===== src/rtl/shift_reg_param.sv =====
// Parametrised universal shift register: left/right shift, parallel load, hold,
// serial output, saturating fill count and fixed-pattern detect.
module shift_reg_param #(
    parameter int                 WIDTH   = 4,
    parameter logic [WIDTH-1:0]   PATTERN = 4'b1011
) (
    input  logic                           Clk,
    input  logic                           Reset,
    input  logic                           En,
    input  logic [1:0]                     Mode,
    input  logic                           D,
    input  logic [WIDTH-1:0]               Load,
    output logic [WIDTH-1:0]               Q,
    output logic                           SerOut,
    output logic [$clog2(WIDTH+1)-1:0]     Count,
    output logic                           Full,
    output logic                           Match
);

    localparam int              CW         = $clog2(WIDTH + 1);
    localparam logic [CW-1:0]   FULL_COUNT = CW'(WIDTH);

    localparam logic [1:0] MODE_HOLD  = 2'b00;
    localparam logic [1:0] MODE_LEFT  = 2'b01;
    localparam logic [1:0] MODE_RIGHT = 2'b10;
    localparam logic [1:0] MODE_LOAD  = 2'b11;

    logic [CW-1:0] count_next_shift;

    // Once full, further shifts keep the count pinned at WIDTH rather than wrapping.
    assign count_next_shift = Full ? Count : Count + CW'(1);

    always_ff @(posedge Clk or posedge Reset) begin
        if (Reset) begin
            Q     <= '0;
            Count <= '0;
        end else if (En) begin
            case (Mode)
                MODE_LEFT: begin
                    Q     <= {Q[WIDTH-2:0], D};
                    Count <= count_next_shift;
                end
                MODE_RIGHT: begin
                    Q     <= {D, Q[WIDTH-1:1]};
                    Count <= count_next_shift;
                end
                MODE_LOAD: begin
                    Q     <= Load;
                    Count <= FULL_COUNT;
                end
                default: begin
                    Q     <= Q;
                    Count <= Count;
                end
            endcase
        end
    end

    // SerOut shows the bit the next shift in the selected direction would drop.
    assign SerOut = (Mode == MODE_LEFT) ? Q[WIDTH-1] : Q[0];
    assign Full   = (Count == FULL_COUNT);
    assign Match  = Full && (Q == PATTERN);

    logic unused_mode_hold;
    assign unused_mode_hold = (Mode == MODE_HOLD);

endmodule


===== config.mk =====
export PLATFORM = sky130hd
export DESIGN_NAME = shift_reg_param
export DESIGN_NICKNAME = d
export VERILOG_FILES = /design/src/rtl/shift_reg_param.sv
export SDC_FILE = /design/constraint.sdc
export NUM_CORES = 1
export LEC_CHECK = 0
export CORE_MARGIN = 2
export CORE_UTILIZATION = 40
export DETAILED_ROUTE_END_ITERATION = 8
export GPL_ROUTABILITY_DRIVEN = 0
export HOLD_SLACK_MARGIN = 0.08
export PLACE_DENSITY = 0.73
export SLEW_MARGIN = 15
export SYNTH_ARGS = -nofsm -noshare
export SYNTH_HDL_FRONTEND = slang
export SYNTH_SLANG_ARGS = --single-unit

===== constraint.sdc =====
create_clock -name Clk -period 3.7 [get_ports Clk]
set_clock_uncertainty 0.05 [all_clocks]
set_input_delay 0.74 -clock Clk [delete_from_list [all_inputs] [get_ports Clk]]
set_output_delay 0.74 -clock Clk [all_outputs]
set_load 0.02 [all_outputs]

Word level (Yosys, flattened, before mapping)
Index checks and enable logic that the tools add are counted.
{"block": "word_totals", "register_bits": 7, "inputBits": 10, "output_inout_bits": 10, "word_cells": 19}
{"block": "classes", "add_sub_neg": 1, "eq_ne": 6, "muxes": 4, "n_reduce_logical": 6}
{"operator": "one-hot mux 4 bit (3 select lines)", "n": 1}
{"operator": "one-hot mux 3 bit (2 select lines)", "n": 1}
{"operator": "== test 2 bit (second input constant)", "n": 2}
{"operator": "== test 4 bit (second input constant)", "n": 1}
{"operator": "adder 3 x 1 -> 3 bit (second input constant)", "n": 1}
{"operator": "== test 3 bit (second input constant)", "n": 1}
{"operator": "two-way mux 3 bit", "n": 1}
{"operator": "AND reduction 3 bit", "n": 1}
{"operator": "nonzero test 3 bit", "n": 1}
{"operator": "== test 2 x 1 -> 1 bit (second input constant)", "n": 1}
{"operator": "inequality test 2 bit (second input constant)", "n": 1}
{"operator": "AND reduction 2 bit", "n": 1}
{"operator": "nonzero test 2 bit", "n": 1}
{"operator": "OR reduction 2 bit", "n": 1}
{"operator": "logical AND 1 bit", "n": 1}
{"operator": "two-way mux 1 bit", "n": 1}

Longest topological paths before layout
Gate-level depths: netlist (run 1).
{"block": "depth", "word_depth": 4, "ltp_mapped": 6, "ltp_nobuf": 5}

Least setup slack after synthesis (run 1)
No wires, ideal clock.
{"block": "synth_path", "path_type": "register to output", "from": "register Count[0]", "to": "output port Match", "t_arrival_ns": 1.636, "t_required_ns": 2.910, "slack_ns": 1.274, "path_stages_with_launch": 6, "path_buffers": 0, "cell_sequence": "dfrtp_1 > inv_1 > ha_1 > and2_1 > nand3_1 > nor3b_1"}
{"block": "synth_between", "elab_chain_len": 2}
{"element": "from (decl)", "line_no": "15", "rtl": "output logic [$clog2(WIDTH+1)-1:0] Count,"}
{"element": "from (signal assigned)", "line_no": "41", "rtl": "Count <= count_next_shift;"}
{"element": "from (signal assigned)", "line_no": "45", "rtl": "Count <= count_next_shift;"}
{"element": "from (signal assigned)", "line_no": "53", "rtl": "Count <= Count;"}
{"element": "== test 3 bit", "line_no": "61", "rtl": "assign Full = (Count == FULL_COUNT);"}
{"element": "net Full", "line_no": "16", "rtl": "output logic Full,"}
{"element": "logical AND 1 bit", "line_no": "62", "rtl": "assign Match = Full && (Q == PATTERN);"}
{"element": "to (decl)", "line_no": "17", "rtl": "output logic Match"}
The timed path passes the listed nets, and every way through them passes these cells.

Final worst setup path (run 1)
{"block": "layout_path", "from": "input port Mode[1]", "to": "output port SerOut"}
{"block": "layout_between", "elab_chain_len": 2}
{"element": "from (decl)", "line_no": "10", "rtl": "input logic [1:0] Mode,"}
{"element": "== test 2 x 1 -> 1 bit", "line_no": "60", "rtl": "assign SerOut = (Mode == MODE_LEFT) ? Q[WIDTH-1] : Q[0];"}
{"element": "two-way mux 1 bit", "line_no": "60"}
{"element": "to (decl)", "line_no": "14", "rtl": "output logic SerOut,"}
Every way passes these cells.

==> reports/summary.txt, run 1 <==
status -> complete, no violations
Crit path max-delay family -> buffers and inverters
commonest non-fill, non-tap cell in the layout -> clkdlybuf4s50_1
maximum clock insertion buffer count -> 2
post-DP HPWL -> 979 um
P per Cell Area -> 549 nW/um2
min-delay worst type -> reg -> reg
Met2 Wirelength -> 561 um
vias in the first global route -> 420
Seq cells post-synth -> 7
Clock Sinks -> 7
DR WL/cell -> 12.8 um
final worst-path cycle share -> 84.5%
metal3 WL -> 86 um
final slew viol count -> 0
die height -> 40.8 um
Syn Area/Cell -> 9.48 um2
post-synth cell types -> 22
DIE AREA -> 1660 um2
combinational family with the most area after synthesis -> simple AND/OR/NAND/NOR gates
CTS resizes -> 0
largest net degree at the start of global routing -> 10
largest cells by area after synthesis -> dfrtp_1 (32%), ha_1 (16%), a22oi_1 (5.6%)
Vias -> 465
first-pass GRT wire length -> 1800 um
Post-Syn Area -> 541 um2
xor and xnor area share after synthesis -> 0%
Critical Path RT -> 2910 ps
post-synthesis compound-gate area fraction -> 18.5%
CTS Hold Bufs -> 0
simple-gate share of the synthesized area -> 22.0%
# rows -> 13
Buf/Inv on CP -> 3
initial antenna violation count -> 0
Post-CTS Setup Repair Bufs -> 0
Fin Setup TNS -> 0 ps
VDD IR-drop max -> 0.488 mV
Tmin final -> 3130 ps
area leader, netlist -> dfrtp_1
post-synth top area share -> 32.4%
Clock transition at path regs -> 50 ps
Post-Syn Nets -> 74
Crit-path slowest cell -> clkdlybuf4s50_1
Crit Path Category -> in -> out
CP max FO -> 4
PortBufs -> 19
DRC viols -> 0
global route overflow -> 0
CTS tree -> done
share of cells above drive strength 1 -> 11.4%
Max Used Layer -> met3
clock insertion delay at the later pin of the skew report -> 250 ps
f_max -> 320 MHz
Worst Tran Pin Value -> 290 ps
Starting Density -> 42.1%
htree depth -> 1
most frequent cells in the layout -> clkdlybuf4s50_1 (19), dfrtp_1 (7), ha_1 (7), nand2_1 (5), inv_1 (5)
Fill cells -> 133
Seq/Total Area, Yosys -> 32.4%
CP arrival -> 2340 ps
drt first pass iters -> 4
adder-cell share of the synthesized area -> 16.2%
core area -> 1280 um2
most used cell, CP -> clkdlybuf4s50_1
leakage power -> 0.346 nW
wl on met1 -> 553 um
FF/Latch Area -> 175 um2
Top Ports -> 20
final setup vio count -> 0
Fin. Hold Viols -> 0
Max-slew headroom -> 80.7%
mux cell area share after synthesis -> 6.71%
Placed Cells -> 90
Max Cap Violations -> 0
Critical Path Sink Type -> output pin
Initial DRC Count -> 6
Mapped Cells -> 57
RSZ-0062 raised after global routing -> false
die width -> 40.8 um
crit-path cells -> clkdlybuf4s50_1 -> inv_1 -> ha_1 -> mux2_2 -> clkdlybuf4s50_1
Layout area overhead -> 42.8%
Synth Warn # -> 0
post-route insts no fill -> 94
Largest stage delay, worst path -> 590 ps
CTS buffer count -> 3
final WL -> 1200 um
multi-input logic area -> 343 um2
antenna cell count -> 0
post-route ant nets -> 0
crit path launch type -> input port
vias per inst -> 4.95
CTS root buf -> clkbuf_4
reg2reg setup slack -> 2160 ps
GRT Util Overall -> 17.2%
Nets -> 97
==> flip-flops by register name, indices dropped and copies added (netlist names) <==
signal and flops:
Count 3, Q 4
==> stage by stage <==
stage	worst slack [ps]	power (mW)	utilization (%)	hold WS (ps)	cell area, um2
CTS	567	0.430	60.1	540	772
floorplan	1270	0.258	-	493	541
global placement	594	0.351	58.0	514	746
global route	528	0.453	60.1	563	772
detailed placement	567	0.358	58.0	527	746
finish	575	0.424	60.1	532	772
==> power breakdown <==
part / internal [mW] / switching [mW]
registers: 0.101 / 0.0263
clock network: 0.0411 / 0.0277
logic: 0.116 / 0.112
total: 0.258 / 0.166
==> cells by family after synthesis <==
group	count (synthesis)
buf+inv	6
flops	7
compound gates	12
fa+ha+maj	7
simple gates	22
mux	3
==> layout make-up <==
class	count	area share (%)
Clock buffer	4	3.40
Tap cell	15	2.43
Sequential cell	7	22.7
Timing Repair Buffer	19	24.6
Inverter	5	2.43
Multi-Input combinational cell	44	44.4
==> routing by layer <==
metal | vias up | global-route usage [%]
met5 | - | 0
met3 | 0 | 6.52
met1 | 207 | 21.4
met4 | 0 | 0
met2 | 15 | 29.8
li1 | 243 | -
==> Yosys cell counts <==
cell type  instances
a21oi_1            1
a21oi_4            1
a22oi_1            4
and2_1             1
buf_1              1
dfrtp_1            7
ha_1               7
inv_1              5
mux2_2             1
mux2_4             1
mux2i_1            1
nand2_1            5
nand2b_1           3
nand2b_2           1
nand3_1            1
nor2_1             3
nor3_1             4
nor3b_1            1
o21ai_2            1
o21ba_2            1
o31ai_1            4
or2b_1             3
==> worst register-to-register path, stage by stage, from the launching register on <==
cell and delay (ps):
dfrtp_1 400, inv_1 60, ha_1 180, and2_1 200
a21oi_4 210, mux2_4 310
==> final timing paths <==
check                      depth (start not counted)              endpoint                  from
max                                                5                SerOut               Mode[1]
min                                                2      Q[3]$_DFFE_PP0P_      Q[3]$_DFFE_PP0P_
max reg2reg                                        5  Count[0]$_DFFE_PP0P_  Count[0]$_DFFE_PP0P_
min reg2reg                                        2      Q[3]$_DFFE_PP0P_      Q[3]$_DFFE_PP0P_
max in group asynchronous                          2      Q[3]$_DFFE_PP0P_                 Reset
min in group asynchronous                          2  Count[0]$_DFFE_PP0P_                 Reset
Note: power is estimated with default switching activity, not from simulation.
==> run 2, diff against run 1 <==
Clock period 3.7 ns to 2.9 ns, I/O delays scaled along.
==> run 2 against run 1 <==
Net effect: register-to-register slack worse by 790 ps; via count up 5.8%; routed wire length is 3.1% lower; final cell count rose by 1.1%; total power grew 27%; clock-buffer cell count is the same; worst hold slack got worse by 21 ps; flip-flop and latch count unchanged; global-route usage is 0.47 points lower; critical path type unchanged; critical endpoint unchanged.
==> reports/summary.txt, run 2 (synthesized netlist as in run 1, its figures left out) <==
antenna cell count -> 0 (unchanged)
Critical Path Sink Type -> output pin (unchanged)
global route overflow -> 0 (unchanged)
multi-input logic area -> 343 um2 (unchanged)
die height -> 40.8 um (unchanged)
drt first pass iters -> 4 (unchanged)
CTS tree -> done (unchanged)
RSZ-0062 raised after global routing -> false (unchanged)
Nets -> 98 (was 97)
CP arrival -> 2150 ps (was 2340 ps)
DRC viols -> 0 (unchanged)
Worst Tran Pin Value -> 305 ps (was 290 ps)
commonest non-fill, non-tap cell in the layout -> clkdlybuf4s50_1 (unchanged)
Setup WS pre-CTS -> 113 ps (was 567 ps)
Hold WS -> 511 ps (was 532 ps)
die width -> 40.8 um (unchanged)
htree depth -> 1 (unchanged)
Clock transition at path regs -> 50 ps (about the same)
Largest Register -> Q (unchanged)
CTS resizes -> 0 (unchanged)
Max-slew headroom -> 79.7% (was 80.7%)
Initial DRC Count -> 12 (was 6)
FF/Latch Area -> 175 um2 (unchanged)
Tmin final -> 2780 ps
DIE AREA -> 1660 um2 (unchanged)
maximum clock insertion buffer count -> 2 (unchanged)
Regs by FF count -> Q (4), Count (3) (unchanged)
Starting Density -> 42.1% (unchanged)
CP max FO -> 4 (unchanged)
vias in the first global route -> 442 (was 420)
first-pass GRT wire length -> 1810 um (was 1800 um)
worst reg2reg path endpoint -> Count[0]$_DFFE_PP0P_ (unchanged)
leakage power -> 0.351 nW (was 0.346 nW)
Max Cap Violations -> 0 (unchanged)
Layout area overhead -> 44.2% (was 42.8%)
vias per inst -> 5.18 (was 4.95)
post-route ant nets -> 0 (unchanged)
PortBufs -> 19 (unchanged)
final setup vio count -> 0 (unchanged)
Crit path max-delay family -> buffers and inverters (unchanged)
CTS buffer count -> 3 (unchanged)
Critical Path RT -> 2270 ps (was 2910 ps)
most frequent cells in the layout -> clkdlybuf4s50_1 (19), dfrtp_1 (7), ha_1 (7), nand2_1 (5), inv_1 (5) (unchanged)
# rows -> 13 (unchanged)
initial antenna violation count -> 0 (unchanged)
Crit Path Category -> in -> out (unchanged)
Vias -> 492 (was 465)
core area -> 1280 um2 (unchanged)
Fin Setup TNS -> 0 ps (unchanged)
share of cells above drive strength 1 -> 12.5% (was 11.4%)
Clock Sinks -> 7 (unchanged)
Largest stage delay, worst path -> 530 ps (was 590 ps)
Fin. Hold Viols -> 0 (unchanged)
Placed Cells -> 91 (was 90)
final slew viol count -> 0 (unchanged)
post-DP HPWL -> 940 um (was 979 um)
CTS root buf -> clkbuf_4 (unchanged)
Post-CTS Setup Repair Bufs -> 0 (unchanged)
clock insertion delay at the later pin of the skew report -> 250 ps (about the same)
GRT Util Overall -> 16.7% (was 17.2%)
P per Cell Area -> 690 nW/um2 (was 549 nW/um2)
post-route insts no fill -> 95 (was 94)
final worst-path cycle share -> 95.9%
VDD IR-drop max -> 0.477 mV (was 0.488 mV)
crit path launch type -> input port (unchanged)
crit-path cells -> clkdlybuf4s50_1 -> ha_1 -> mux2_2 -> clkdlybuf4s50_1 (was clkdlybuf4s50_1 -> inv_1 -> ha_1 -> mux2_2 -> clkdlybuf4s50_1)
most used cell, CP -> clkdlybuf4s50_1 (unchanged)
min-delay worst type -> in -> async (was reg -> reg)
Fill cells -> 122 (was 133)
CP Launch Point -> Mode[0] (was Mode[1])
RR Startpoint -> Count[0]$_DFFE_PP0P_ (unchanged)
reg2reg setup slack -> 1370 ps (was 2160 ps)
Critical Path Sink -> SerOut (unchanged)
CTS Hold Bufs -> 0 (unchanged)
max reg flops -> 4 (unchanged)
Top Ports -> 20 (unchanged)
DR WL/cell -> 12.2 um (was 12.8 um)
status -> complete, no violations (unchanged)
largest net degree at the start of global routing -> 10 (unchanged)
final WL -> 1160 um (was 1200 um)
Critical Path Stages -> 4 (was 5)
f_max -> 359 MHz
length in cells of the worst reg-to-reg path -> 5 (unchanged)
Final Worst Setup Slack -> 118 ps (was 575 ps)
Crit-path slowest cell -> clkdlybuf4s50_1 (unchanged)
Buf/Inv on CP -> 2 (was 3)
==> run 2: cell count changes in the layout (fill, tap and decap cells not counted) <==
cell,previous run,this run
buf_4,0,1
==> run 2: routing by layer <==
layer  wire, um  share of wire (%)  GRT usage [%]
met5          0                  0              0
met4          0                  0              0
met3        100                8.6           6.52
met2        567                 49           27.8
met1        494                 42           21.7
==> run 2: layout make-up <==
| cell class | instances | area share [%] |
|---|---|---|
| Sequential cell | 7 | 22.5 |
| Multi-Input combinational cell | 44 | 44.0 |
| Clock buffer | 4 | 3.37 |
| Tap cell | 15 | 2.41 |
| Inverter | 5 | 2.41 |
| Timing Repair Buffer | 20 | 25.4 |
==> run 2: power by group <==
part	internal, mW	total [mW]	switching [mW]
Combinational	0.148	0.288	0.140
Clock	0.0524	0.0868	0.0344
Sequential	0.129	0.163	0.0338
==> run 2: through the flow <==
step | area (um2) | power [mW] | util [%]
floorplan | 541 | 0.329 | -
global placement | 753 | 0.449 | 58.6
detailed placement | 753 | 0.454 | 58.6
CTS | 779 | 0.546 | 60.7
global route | 779 | 0.580 | 60.7
finish | 779 | 0.537 | 60.7
==> run 2: worst min-delay path by stage <==
stage / start / endpoint / slack [ps]
3_5_place_dp: Q[2]$_DFFE_PP0P_ / Q[2]$_DFFE_PP0P_ / 510
4_1_cts: Reset / Count[0]$_DFFE_PP0P_ / 510
2_1_floorplan: Reset / Count[0]$_DFFE_PP0P_ / 330
3_3_place_gp: Count[1]$_DFFE_PP0P_ / Count[1]$_DFFE_PP0P_ / 510
5_1_grt: Reset / Q[2]$_DFFE_PP0P_ / 540
6_report: Reset / Count[0]$_DFFE_PP0P_ / 510
==> run 3, diff against run 2 <==
Settings changed: GPL_TIMING_DRIVEN set to 0.
==> run 3 against run 2 <==
Net effect: core utilization is 0.29 points lower; register-to-register slack barely moved; final cell count is the same; flip-flop and latch count stayed put; global-route usage decreased by 0.59 points; worst hold slack improved by 1.7 ps; clock-buffer cell count stayed put; first-iteration DRC count increased by 42%; routed wire length decreased by 4.2%; maximum frequency down 0.58%.
==> reports/summary.txt, run 3 (synthesized netlist as in run 1, its figures left out) <==
RSZ-0062 raised after global routing -> false (unchanged)
Max-slew headroom -> 78.4% (was 79.7%)
crit path launch type -> input port (unchanged)
PortBufs -> 19 (unchanged)
# rows -> 13 (unchanged)
Clock transition at path regs -> 50 ps (about the same)
CP max FO -> 4 (unchanged)
antenna cell count -> 0 (unchanged)
length in cells of the worst reg-to-reg path -> 5 (unchanged)
most used cell, CP -> clkdlybuf4s50_1 (unchanged)
Worst Tran Pin Value -> 324 ps (was 305 ps)
initial antenna violation count -> 0 (unchanged)
die height -> 40.8 um (unchanged)
CTS tree -> done (unchanged)
post-route ant nets -> 0 (unchanged)
commonest non-fill, non-tap cell in the layout -> clkdlybuf4s50_1 (unchanged)
Hold WS -> 513 ps (was 511 ps)
Vias -> 489 (was 492)
VDD IR-drop max -> 0.357 mV (was 0.477 mV)
final setup vio count -> 0 (unchanged)
core area -> 1280 um2 (unchanged)
CTS Hold Bufs -> 0 (unchanged)
Starting Density -> 42.1% (unchanged)
Clock Sinks -> 7 (unchanged)
post-DP HPWL -> 882 um (was 940 um)
Fin Setup TNS -> 0 ps (unchanged)
CTS root buf -> clkbuf_4 (unchanged)
DRC viols -> 0 (unchanged)
maximum clock insertion buffer count -> 2 (unchanged)
Regs by FF count -> Q (4), Count (3) (unchanged)
Crit Path Category -> in -> out (unchanged)
die width -> 40.8 um (unchanged)
Critical Path Sink Type -> output pin (unchanged)
fin util -> 60.4% (was 60.7%)
most frequent cells in the layout -> clkdlybuf4s50_1 (19), dfrtp_1 (7), ha_1 (7), nand2_1 (5), inv_1 (5) (unchanged)
f_max -> 357 MHz (was 359 MHz)
final WL -> 1110 um (was 1160 um)
CP arrival -> 2170 ps (was 2150 ps)
CTS resizes -> 0 (unchanged)
DIE AREA -> 1660 um2 (unchanged)
htree depth -> 1 (unchanged)
vias in the first global route -> 436 (was 442)
global route overflow -> 0 (unchanged)
Initial DRC Count -> 17 (was 12)
DR WL/cell -> 11.7 um (was 12.2 um)
Post-CTS Setup Repair Bufs -> 0 (unchanged)
CTS buffer count -> 3 (unchanged)
Top Ports -> 20 (unchanged)
status -> complete, no violations (unchanged)
Max Cap Violations -> 0 (unchanged)
Nets -> 98 (unchanged)
P per Cell Area -> 693 nW/um2 (was 690 nW/um2)
Tmin final -> 2800 ps (was 2780 ps)
clock insertion delay at the later pin of the skew report -> 260 ps (was 250 ps)
share of cells above drive strength 1 -> 11.3% (was 12.5%)
leakage power -> 0.347 nW (was 0.351 nW)
Critical Path RT -> 2270 ps (about the same)
Largest Register -> Q (unchanged)
Layout area overhead -> 43.5% (was 44.2%)
Fin. Hold Viols -> 0 (unchanged)
first-pass GRT wire length -> 1660 um (was 1810 um)
Crit-path slowest cell -> clkdlybuf4s50_1 (unchanged)
vias per inst -> 5.15 (was 5.18)
post-route insts no fill -> 95 (unchanged)
max reg flops -> 4 (unchanged)
final slew viol count -> 0 (unchanged)
Largest stage delay, worst path -> 590 ps (was 530 ps)
crit-path cells -> clkdlybuf4s50_1 -> inv_1 -> ha_1 -> mux2_2 -> clkdlybuf4s50_1 (was clkdlybuf4s50_1 -> ha_1 -> mux2_2 -> clkdlybuf4s50_1)
GRT Util Overall -> 16.1% (was 16.7%)
drt first pass iters -> 4 (unchanged)
min-delay worst type -> in -> async (unchanged)
Placed Cells -> 91 (unchanged)
final worst-path cycle share -> 96.5% (was 95.9%)
Fill cells -> 119 (was 122)
largest net degree at the start of global routing -> 10 (unchanged)
## run 3: cell counts in the layout (fill, tap and decap cells not counted)
Identical to the previous run, type by type.
## run 3: power by group
part | switching, mW | internal (mW)
combinational | 0.138 | 0.148
clock | 0.0360 | 0.0525
sequential | 0.0343 | 0.129
## run 3: through the flow
step                      area [um2]  setup WS (ps)  total power [mW]
after floorplan                  541            634             0.329
after global placement           749           95.3             0.448
after detailed placement         749           86.9             0.454
after CTS                        776           86.9             0.546
after global routing             776           58.9             0.578
final                            776            102             0.537
## run 3: final cells by class
type | count | area, um2 | share of cell area [%]
buffer | 1 | 3.75 | 0.484
clock buffer | 4 | 26.3 | 3.39
inverter | 5 | 18.8 | 2.42
multi-input combinational | 44 | 343 | 44.2
sequential | 7 | 175 | 22.6
tap | 15 | 18.8 | 2.42
timing repair buffer | 19 | 190 | 24.5
## run 3: critical path, delay by kind of cell
family	cells	cell delay, ps
adder cells (fa/ha/maj)	1	180
buffers and inverters	3	1190
multiplexers	1	210
## run 3: path summary, 6_finish.rpt
| path | from | end | slack, ps |
|---|---|---|---|
| worst max-delay path | Mode[1] | SerOut | 100 |
| worst min-delay path | Reset | Q[1]$_DFFE_PP0P_ | 510 |
| worst max register to register | Count[0]$_DFFE_PP0P_ | Count[0]$_DFFE_PP0P_ | 1370 |
| worst min register to register | Q[1]$_DFFE_PP0P_ | Q[1]$_DFFE_PP0P_ | 520 |
| max in group asynchronous | Reset | Q[0]$_DFFE_PP0P_ | 2060 |
| min in group Clk | Q[1]$_DFFE_PP0P_ | Q[1]$_DFFE_PP0P_ | 520 |
## run 3: routing by layer
| metal | vias to the layer above | global-route usage [%] | routed length [um] |
|---|---|---|---|
| met3 | 0 | 8.15 | 90 |
| met2 | 16 | 28.2 | 548 |
| met1 | 227 | 17.6 | 474 |
| met5 | - | 0 | 0 |
| met4 | 0 | 2.50 | 0 |
| li1 | 246 | - | - |
